<file path="src/rtl/v_port_group_sequencer_if.sv">
// Handshake and beat bundle between a port allocator and one
// write-port group sequencer of the vector core.
interface v_port_group_sequencer_if #(
    parameter int LANES  = 8,
    parameter int VLEN   = 1024,
    parameter int VL_W   = 11,
    parameter int ADDR_W = $clog2(32 * (VLEN / (32 * LANES)))
);
    localparam int ROW_BYTES = LANES * 4;

    logic                 start_i;
    logic [4:0]           vs1_i;
    logic [4:0]           vs2_i;
    logic [4:0]           vd_i;
    logic [VL_W-1:0]      vl_i;
    logic [1:0]           sew_i;
    logic                 stall_i;
    logic                 port_rdy_o;
    logic                 rd_vld_o;
    logic [ADDR_W-1:0]    rd_vs1_addr_o;
    logic [ADDR_W-1:0]    rd_vs2_addr_o;
    logic                 wr_vld_o;
    logic [ADDR_W-1:0]    wr_addr_o;
    logic [ROW_BYTES-1:0] wr_bmask_o;

    modport master (
        output start_i, vs1_i, vs2_i, vd_i, vl_i, sew_i, stall_i,
        input  port_rdy_o, rd_vld_o, rd_vs1_addr_o, rd_vs2_addr_o,
        input  wr_vld_o, wr_addr_o, wr_bmask_o
    );

    modport slave (
        input  start_i, vs1_i, vs2_i, vd_i, vl_i, sew_i, stall_i,
        output port_rdy_o, rd_vld_o, rd_vs1_addr_o, rd_vs2_addr_o,
        output wr_vld_o, wr_addr_o, wr_bmask_o
    );
endinterface

</file>
<file path="src/rtl/v_port_group_sequencer.sv">
// Walks the VRF rows of one operand register group, issuing read beats
// and the matching masked write beats PIPE_LAT beats later.
module v_port_group_sequencer #(
    parameter int LANES    = 8,
    parameter int VLEN     = 1024,
    parameter int PIPE_LAT = 3,
    parameter int VL_W     = 11,
    parameter int ADDR_W   = $clog2(32 * (VLEN / (32 * LANES)))
) (
    input logic clk,
    input logic rstn,
    v_port_group_sequencer_if.slave bus
);
    localparam int ROW_BYTES    = LANES * 4;
    localparam int ROWS_PER_REG = VLEN / (8 * ROW_BYTES);
    localparam int RB_SH        = $clog2(ROW_BYTES);
    localparam int TB_W         = VL_W + 3;

    localparam logic [1:0] S_IDLE  = 2'd0;
    localparam logic [1:0] S_READ  = 2'd1;
    localparam logic [1:0] S_DRAIN = 2'd2;

    localparam logic [PIPE_LAT-1:0] SR_LOW = {PIPE_LAT{1'b1}} >> 1;

    logic [1:0]           state;
    logic [ADDR_W-1:0]    vs1_base;
    logic [ADDR_W-1:0]    vs2_base;
    logic [ADDR_W-1:0]    vd_base;
    logic [TB_W-1:0]      nrows;
    logic [TB_W-1:0]      r;
    logic [ROW_BYTES-1:0] last_mask;
    logic [PIPE_LAT-1:0]  sr_vld;
    logic [PIPE_LAT-1:0]  sr_last;
    logic [ADDR_W-1:0]    sr_addr [PIPE_LAT];

    logic [1:0]           sew_eff;
    logic [TB_W-1:0]      tb_bytes;
    logic [TB_W-1:0]      nrows_c;
    logic [RB_SH:0]       lb_c;
    logic [ROW_BYTES-1:0] mask_c;
    logic [ADDR_W-1:0]    r_lo;
    logic                 idle;
    logic                 start_ok;
    logic                 rd_active;
    logic                 rd_last;
    logic                 wr_active;
    logic                 sr_busy;

    // Operand geometry, evaluated from the live inputs at start time
    always_comb begin
        sew_eff  = (bus.sew_i == 2'd3) ? 2'd2 : bus.sew_i;
        tb_bytes = TB_W'(bus.vl_i) << sew_eff;
        nrows_c  = (tb_bytes + TB_W'(ROW_BYTES - 1)) >> RB_SH;
        if (tb_bytes[RB_SH-1:0] == '0)
            lb_c = (RB_SH + 1)'(ROW_BYTES);
        else
            lb_c = {1'b0, tb_bytes[RB_SH-1:0]};
        mask_c = '0;
        for (int i = 0; i < ROW_BYTES; i++)
            mask_c[i] = ((RB_SH + 1)'(i) < lb_c);
    end

    assign r_lo      = r[ADDR_W-1:0];
    assign idle      = (state == S_IDLE);
    assign start_ok  = idle && !bus.stall_i && bus.start_i;
    assign rd_active = (state == S_READ) && !bus.stall_i;
    assign rd_last   = (r == nrows - TB_W'(1));
    assign wr_active = sr_vld[PIPE_LAT-1] && !bus.stall_i;
    assign sr_busy   = |(sr_vld & SR_LOW);

    assign bus.port_rdy_o    = idle && !bus.stall_i;
    assign bus.rd_vld_o      = rd_active;
    assign bus.rd_vs1_addr_o = rd_active ? vs1_base + r_lo : '0;
    assign bus.rd_vs2_addr_o = rd_active ? vs2_base + r_lo : '0;
    assign bus.wr_vld_o      = wr_active;
    assign bus.wr_addr_o     = wr_active ? sr_addr[PIPE_LAT-1] : '0;

    always_comb begin
        bus.wr_bmask_o = '0;
        if (wr_active)
            bus.wr_bmask_o = sr_last[PIPE_LAT-1] ? last_mask : '1;
    end

    always_ff @(posedge clk) begin
        if (!rstn) begin
            state     <= S_IDLE;
            vs1_base  <= '0;
            vs2_base  <= '0;
            vd_base   <= '0;
            nrows     <= '0;
            r         <= '0;
            last_mask <= '0;
            sr_vld    <= '0;
            sr_last   <= '0;
            for (int i = 0; i < PIPE_LAT; i++)
                sr_addr[i] <= '0;
        end else if (!bus.stall_i) begin
            // Write-side delay line tracks every read beat
            for (int i = PIPE_LAT - 1; i > 0; i--) begin
                sr_vld[i]  <= sr_vld[i-1];
                sr_last[i] <= sr_last[i-1];
                sr_addr[i] <= sr_addr[i-1];
            end
            sr_vld[0]  <= (state == S_READ);
            sr_last[0] <= rd_last;
            sr_addr[0] <= vd_base + r_lo;

            case (state)
                S_IDLE: begin
                    if (start_ok) begin
                        vs1_base  <= ADDR_W'(int'(bus.vs1_i) * ROWS_PER_REG);
                        vs2_base  <= ADDR_W'(int'(bus.vs2_i) * ROWS_PER_REG);
                        vd_base   <= ADDR_W'(int'(bus.vd_i) * ROWS_PER_REG);
                        nrows     <= nrows_c;
                        last_mask <= mask_c;
                        r         <= '0;
                        state     <= (bus.vl_i == '0) ? S_DRAIN : S_READ;
                    end
                end
                S_READ: begin
                    r <= r + TB_W'(1);
                    if (rd_last)
                        state <= S_DRAIN;
                end
                S_DRAIN: begin
                    // Only the head stage may still hold a beat; it leaves now
                    if (!sr_busy)
                        state <= S_IDLE;
                end
                default: state <= S_IDLE;
            endcase
        end
    end
endmodule

</file>
<file path="src/flat_wrapper.sv">
// flat-port wrapper written by rule: the top's interface ports become plain ports
module v_port_group_sequencer_flat 
#(
    parameter int LANES    = 8,
    parameter int VLEN     = 1024,
    parameter int PIPE_LAT = 3,
    parameter int VL_W     = 11,
    parameter int ADDR_W   = $clog2(32 * (VLEN / (32 * LANES)))
)
  (clk, rstn, bus_start_i, bus_vs1_i, bus_vs2_i, bus_vd_i, bus_vl_i, bus_sew_i, bus_stall_i, bus_port_rdy_o, bus_rd_vld_o, bus_rd_vs1_addr_o, bus_rd_vs2_addr_o, bus_wr_vld_o, bus_wr_addr_o, bus_wr_bmask_o);
  v_port_group_sequencer_if #(.LANES(LANES), .VLEN(VLEN), .VL_W(VL_W), .ADDR_W(ADDR_W)) bus_i ();
  input logic clk;
  input logic rstn;
  input wire logic [$bits(bus_i.start_i)-1:0] bus_start_i;
  input wire logic [$bits(bus_i.vs1_i)-1:0] bus_vs1_i;
  input wire logic [$bits(bus_i.vs2_i)-1:0] bus_vs2_i;
  input wire logic [$bits(bus_i.vd_i)-1:0] bus_vd_i;
  input wire logic [$bits(bus_i.vl_i)-1:0] bus_vl_i;
  input wire logic [$bits(bus_i.sew_i)-1:0] bus_sew_i;
  input wire logic [$bits(bus_i.stall_i)-1:0] bus_stall_i;
  output wire logic [$bits(bus_i.port_rdy_o)-1:0] bus_port_rdy_o;
  output wire logic [$bits(bus_i.rd_vld_o)-1:0] bus_rd_vld_o;
  output wire logic [$bits(bus_i.rd_vs1_addr_o)-1:0] bus_rd_vs1_addr_o;
  output wire logic [$bits(bus_i.rd_vs2_addr_o)-1:0] bus_rd_vs2_addr_o;
  output wire logic [$bits(bus_i.wr_vld_o)-1:0] bus_wr_vld_o;
  output wire logic [$bits(bus_i.wr_addr_o)-1:0] bus_wr_addr_o;
  output wire logic [$bits(bus_i.wr_bmask_o)-1:0] bus_wr_bmask_o;
  assign bus_i.start_i = bus_start_i;
  assign bus_i.vs1_i = bus_vs1_i;
  assign bus_i.vs2_i = bus_vs2_i;
  assign bus_i.vd_i = bus_vd_i;
  assign bus_i.vl_i = bus_vl_i;
  assign bus_i.sew_i = bus_sew_i;
  assign bus_i.stall_i = bus_stall_i;
  assign bus_port_rdy_o = bus_i.port_rdy_o;
  assign bus_rd_vld_o = bus_i.rd_vld_o;
  assign bus_rd_vs1_addr_o = bus_i.rd_vs1_addr_o;
  assign bus_rd_vs2_addr_o = bus_i.rd_vs2_addr_o;
  assign bus_wr_vld_o = bus_i.wr_vld_o;
  assign bus_wr_addr_o = bus_i.wr_addr_o;
  assign bus_wr_bmask_o = bus_i.wr_bmask_o;
  v_port_group_sequencer #(.LANES(LANES), .VLEN(VLEN), .PIPE_LAT(PIPE_LAT), .VL_W(VL_W), .ADDR_W(ADDR_W)) u_core (.clk(clk), .rstn(rstn), .bus(bus_i));
endmodule
</file>
<file path="config.mk">
export PLATFORM = sky130hd
export DESIGN_NAME = v_port_group_sequencer_flat
export DESIGN_NICKNAME = d
export VERILOG_FILES = /design/src/rtl/v_port_group_sequencer_if.sv /design/src/rtl/v_port_group_sequencer.sv /design/src/flat_wrapper.sv
export SDC_FILE = /design/constraint.sdc
export NUM_CORES = 1
export LEC_CHECK = 0
export ABC_AREA = 1
export ABC_CLOCK_PERIOD_IN_PS = 2430
export BUFFER_PORTS_ARGS = -buffer_cell sky130_fd_sc_hd__buf_2
export CAP_MARGIN = 0
export CORE_MARGIN = 2
export CORE_UTILIZATION = 29
export DETAILED_ROUTE_END_ITERATION = 6
export PLACE_DENSITY_LB_ADDON = 0.2
export SYNTH_ARGS = -nofsm -noshare
export SYNTH_HDL_FRONTEND = slang
export SYNTH_SLANG_ARGS = --single-unit
export TNS_END_PERCENT = 50
</file>
<file path="constraint.sdc">
create_clock -name clk -period 2.43 [get_ports clk]
set_clock_uncertainty 0.15 [all_clocks]
set_input_delay 0 -clock clk [delete_from_list [all_inputs] [get_ports clk]]
set_output_delay 0 -clock clk [all_outputs]
set_load 0.01 [all_outputs]
</file>
* Word-level counts from Yosys, hierarchy flattened
Memory sizes are Yosys's and may differ from the RTL's.
Cells that the tools add are included.
** Cells by class
- Add/subtract/negate cells :: 6
- Order comparisons :: 32
- Eq/ne operators :: 7
- Shifts and indexed selects :: 1
- Muxes and demuxes :: 21
- Bitwise logic cells :: 4
- Reductions and logical operators :: 13
** Operator list (count)
- $lt A5 B6 Y1 const A :: 16
- $mux W32 :: 2
- $lt A4 B6 Y1 const A :: 8
- $mux W7 :: 6
- $pmux W14 S2 :: 1
- $lt A3 B6 Y1 const A :: 4
- $add A7 B7 Y7 :: 3
- $add A14 B1 Y14 const B :: 1
- $add A14 B5 Y14 const B :: 1
- $eq A14 B14 Y1 :: 1
- $mux W14 :: 1
- $shl A11 B2 Y14 :: 1
- $lt A1 B6 Y1 const A :: 2
- $lt A2 B6 Y1 const A :: 2
- $logic_not A11 Y1 :: 1
- $mux W2 :: 5
- $sub A9 B1 Y10 const B :: 1
- $mux W6 :: 1
- $pmux W2 S3 :: 1
- $reduce_and A3 Y1 :: 2
- $logic_not A5 Y1 :: 1
- $eq A2 B2 Y1 const B :: 2
- $logic_and A1 B1 Y1 :: 4
- $mux W1 :: 4
- 10 further kinds :: 13
** Word-level totals
- Register bits :: 78
- Bits in writable memories :: 21
- Bits of input ports :: 32
- Output and inout port bits :: 56
- Logic and storage cells :: 94
- Memories :: 1
** Memories
- u_core.sr_addr :: depth 3, width 7, rd ports 3, clocked after memory_dff 0, wr ports 3, line v_port_group_sequencer.sv:34 : logic [ADDR_W-1:0] sr_addr [PIPE_LAT];

* Longest topological paths before layout
- Depth in word-level cells :: 6
- Gate-level depth with buffers :: 17

* Least setup slack after synthesis
OpenSTA, ideal clock, no wires.
- Path type :: reg-to-reg
- Start point :: reg u_core.r[3]
- End point :: mem u_core.sr_addr[0][6] (netlist name), data pin
- Arrival :: 1.431 ns
- Data required time :: 2.024 ns
- Setup slack :: 0.593 ns
- Stages on the path, launching flop included :: 7
- Buffers on the path :: 0
- Clock period less this slack :: 1.837 ns
- Path through :: dfxtp_1 inv_2 fa_1 nor2_1 o21ai_0 a21oi_1 nor3_1
** RTL lines
- start, declared :: line v_port_group_sequencer.sv:30 : logic [TB_W-1:0] r;
- start signal, assigned :: line v_port_group_sequencer.sv:121 : r <= r + TB_W'(1);
- end, declared :: line v_port_group_sequencer.sv:34

* Worst setup path after layout
- Start point :: reg u_core.r[2]
- End point :: out bus_rd_vs1_addr_o[6]
** Between the ends
- Word-level cells in the longest chain between the ends :: 2
** Ends and longest elaborated chain
- $add A7 B7 Y7 :: line v_port_group_sequencer.sv:73 : assign bus.rd_vs1_addr_o = rd_active ? vs1_base + r_lo : '0;
- $mux W7 :: line v_port_group_sequencer.sv:73
- end, declared :: line flat_wrapper.sv:23 : output wire logic [$bits(bus_i.rd_vs1_addr_o)-1:0] bus_rd_vs1_addr_o;
No other way between the ends.

==> impl_metrics.json <==
{
  "synth_compound_area_frac": 0.184,
  "status": "completed",
  "nFillCells": 1989,
  "rows": 49,
  "layout_min_cycle_time_ps": 2250,
  "crit_top_cell": "nor2_1",
  "fp.dieW_um": 140,
  "ys_seq_area_frac": 0.410,
  "avgSynthCellArea_sq_um": 7.19,
  "rsz0062_at_grt": "false",
  "multi_input_comb_area_sq_um": 2550,
  "wl_per_cell_um": 12.6,
  "drcViolationCount": 0,
  "regArea_sq_um": 2190,
  "cp-start-kind": "flip-flop",
  "cts_tree": "done",
  "fmax_ghz": 0.444,
  "p_leak_nw": 3.02,
  "drive_gt1_frac": 0.178,
  "end_kind": "output port",
  "via_count": 4890,
  "synthesis.nets": 793,
  "place.gp.congestion": 0.840,
  "path_max_fanout": 7,
  "die_area_sq_um": 19600,
  "intPower_w": 0.00276,
  "power_frac_seq": 0.474,
  "p_switching_w": 0.00104,
  "ir_worst_vdd_mv": 0.387,
  "tightest_slew_ps": 555,
  "final-max-slew-violation-count": 0,
  "syn_to_final_growth_pct": 22.9,
  "power_w": 0.00380,
  "drv_cap": 0,
  "synthCells": 744,
  "ys_ff_latch": 99,
  "numCtsBuffers": 9,
  "cp_cell_sequence": "ha_1 -> fa_1 -> a21oi_1 -> nor2_1 -> nor2_1 -> xor2_1 -> nor2_1 -> buf_2",
  "synth_simple_gate_area_share": 0.234,
  "start_util": 0.297,
  "dp_hpwl_mm": 10.4,
  "finalHoldViolCount": 0,
  "p_sw_frac": 0.274,
  "cts.sinks": 99,
  "grt-ovfl-total": 0,
  "slowest_stage": "fa_1",
  "slew_headroom": 0.629,
  "cpLargestDelayFamily": "adder cells",
  "setup_viol": 0,
  "synth_fa_ha_area_frac": 0.0440,
  "core-area_sq_um": 18000,
  "diodes": 0,
  "cpPeakStageDelay_ps": 410,
  "grtUsageTotal": 0.142,
  "power_frac_clock": 0.377,
  "dieHeight_um": 140,
  "synth.mux.area_fraction": 0,
  "fin_nets": 902,
  "worstPathRequired_ps": 2280,
  "worst-setup-path-type": "reg -> out",
  "ys_warn_count": 0,
  "tns_ps": 0,
  "ys_types": 42,
  "synth-edff-count": 21,
  "viasPerCell": 4.50,
  "critical_path_buf_inv_count": 1,
  "syn_area_sq_um": 5350,
  "clockBufferDepth": 2,
  "finalCritPeriodShare": 0.926,
  "grt_pass1_vias": 4503,
  "ys.flop_type": "dfxtp_1",
  "synth_top_area_frac": 0.292,
  "powerDensity_nw_per_um2": 577,
  "async_flop_share": 0,
  "hold_path_class": "in -> reg",
  "synth_xor_area_frac": 0.0147,
  "port_buffers": 87,
  "routed_wl_mm": 13.7,
  "p_comb_frac": 0.148,
  "io_pins": 88,
  "htreeDepth": 3,
  "drtIter0Drc": 237,
  "grt_max_degree": 35,
  "synth.area.top_cells": "dfxtp_1 (29%), edfxtp_1 (12%), nand2_1 (8.4%), inv_1 (8.0%), nor2_1 (7.7%)",
  "firstDrtPassIters": 4,
  "worstSkewPairLatency_ps": 350,
  "drtAntennaViolNets": 0,
  "synth_top_family_by_area": "simple AND/OR/NAND/NOR gates",
  "antenna_found_initial": 0,
  "grt_pass1_wl_mm": 22.3,
  "ctsRootBufferMaster": "clkbuf_16",
  "cts.clk_slew.worst_paths_ps": 70,
  "crit_arrival_ps": 2100,
  "yosysTopAreaCell": "dfxtp_1"
}
worst paths after layout:
path                              from                   end  slack (ps)  cells past startpoint
hold / removal             bus_start_i           u_core.r[2]          30                      7
hold reg to reg   u_core.last_mask[15]  u_core.last_mask[15]         310                      2
setup / recovery           u_core.r[2]  bus_rd_vs1_addr_o[6]         180                      8
setup reg to reg       u_core.nrows[0]       u_core.state[1]         380                     14
tightest hold or removal path: stages:
cell and delay (ps):
buf_2 130, inv_1 50, nand2_1 50, nand2_2 80
nor2_4 60, nand2_1 50, a21oi_1 60
layout make-up:
cell class,instances,area share
Multi-Input combinational cell,488,0.388
Sequential cell,99,0.333
Timing Repair Buffer,123,0.115
Inverter,132,0.0755
Tap cell,229,0.0436
Clock buffer,9,0.0342
Clock inverter,7,0.0101
kinds of logic after synthesis:
group | after synthesis
flip-flops | 99
adder cells (fa/ha/maj) | 17
XOR/XNOR | 9
AND/OR/NAND/NOR | 294
buffers and inverters | 157
AO/OA/AOI/OAI | 168
synthesized netlist by cell type, types with 3 or more instances:
master,n
nand4_1,3
o21ai_1,33
inv_1,114
nor2_2,3
a22o_1,14
nand2_2,5
dfxtp_1,78
nand3_1,27
nor2_1,110
ha_1,14
o22ai_1,19
a31oi_1,7
nor2_4,5
edfxtp_1,21
nor3_1,11
nand2_1,120
buf_2,6
a21oi_1,57
clkbuf_1,14
o21ai_0,18
clkinv_1,3
xor2_1,5
xnor2_1,4
fa_1,3
o211ai_1,8
buf_4,3
inv_2,15
flip-flops by register name, summed over array words and instances (netlist names):
| register | count |
|---|---|
| u_core.nrows | 9 |
| u_core.vs2_base | 5 |
| u_core.r | 14 |
| u_core.vd_base | 5 |
| u_core.sr_vld | 3 |
| u_core.sr_addr | 21 |
| u_core.sr_last | 3 |
| u_core.state | 2 |
| u_core.vs1_base | 5 |
| u_core.last_mask | 32 |
stage by stage:
| stage | utilization | area [sq um] | hold WS, ps | worst slack, ps | instances |
|---|---|---|---|---|---|
| floorplan | - | 5350 | -95.3 | 593 | 744 |
| global placement | 0.337 | 6070 | 74.2 | 418 | 1050 |
| detailed placement | 0.337 | 6070 | 79.8 | 378 | 1050 |
| CTS | 0.365 | 6570 | 13.5 | 151 | 1087 |
| global route | 0.365 | 6580 | 50.6 | 52.2 | 1087 |
| finish | 0.365 | 6580 | 27.9 | 180 | 1087 |
cells in the final DEF, fill, tap and decap left out, types with 15 or more instances in the layout:
cell type      instances
edfxtp_1              21
nor2_1               110
nand2_1              119
o22ai_1               19
inv_1                114
a21oi_1               57
buf_4                 15
dlygate4sd3_1         21
nand3_1               27
o21ai_1               33
dfxtp_1               78
o21ai_0               18
buf_2                 87
power by group through the flow:
stage | clock, W | combinational [W] | sequential [W]
finish | 0.00143 | 0.000563 | 0.00180
global route | 0.00154 | 0.000643 | 0.00181
CTS | 0.00148 | 0.000568 | 0.00180
detailed placement | 0 | 0.000541 | 0.00184
global placement | 0 | 0.000542 | 0.00184
floorplan | 0 | 0.000387 | 0.00183
routing by layer:
layer | routed length [um] | global-route usage
met1 | 6580 | 0.187
met5 | 0 | 0
met3 | 568 | 0.0268
met4 | 291 | 0.0605
met2 | 6300 | 0.227
what timing repair did:
action                                 CTS  global route
hold buffers                            21             0
endpoints found under the hold margin   23             0
setup endpoints to repair                0             5
setup buffers                            0             0
gates resized for setup                  0             2
Note: power is estimated with default switching activity, not from simulation.
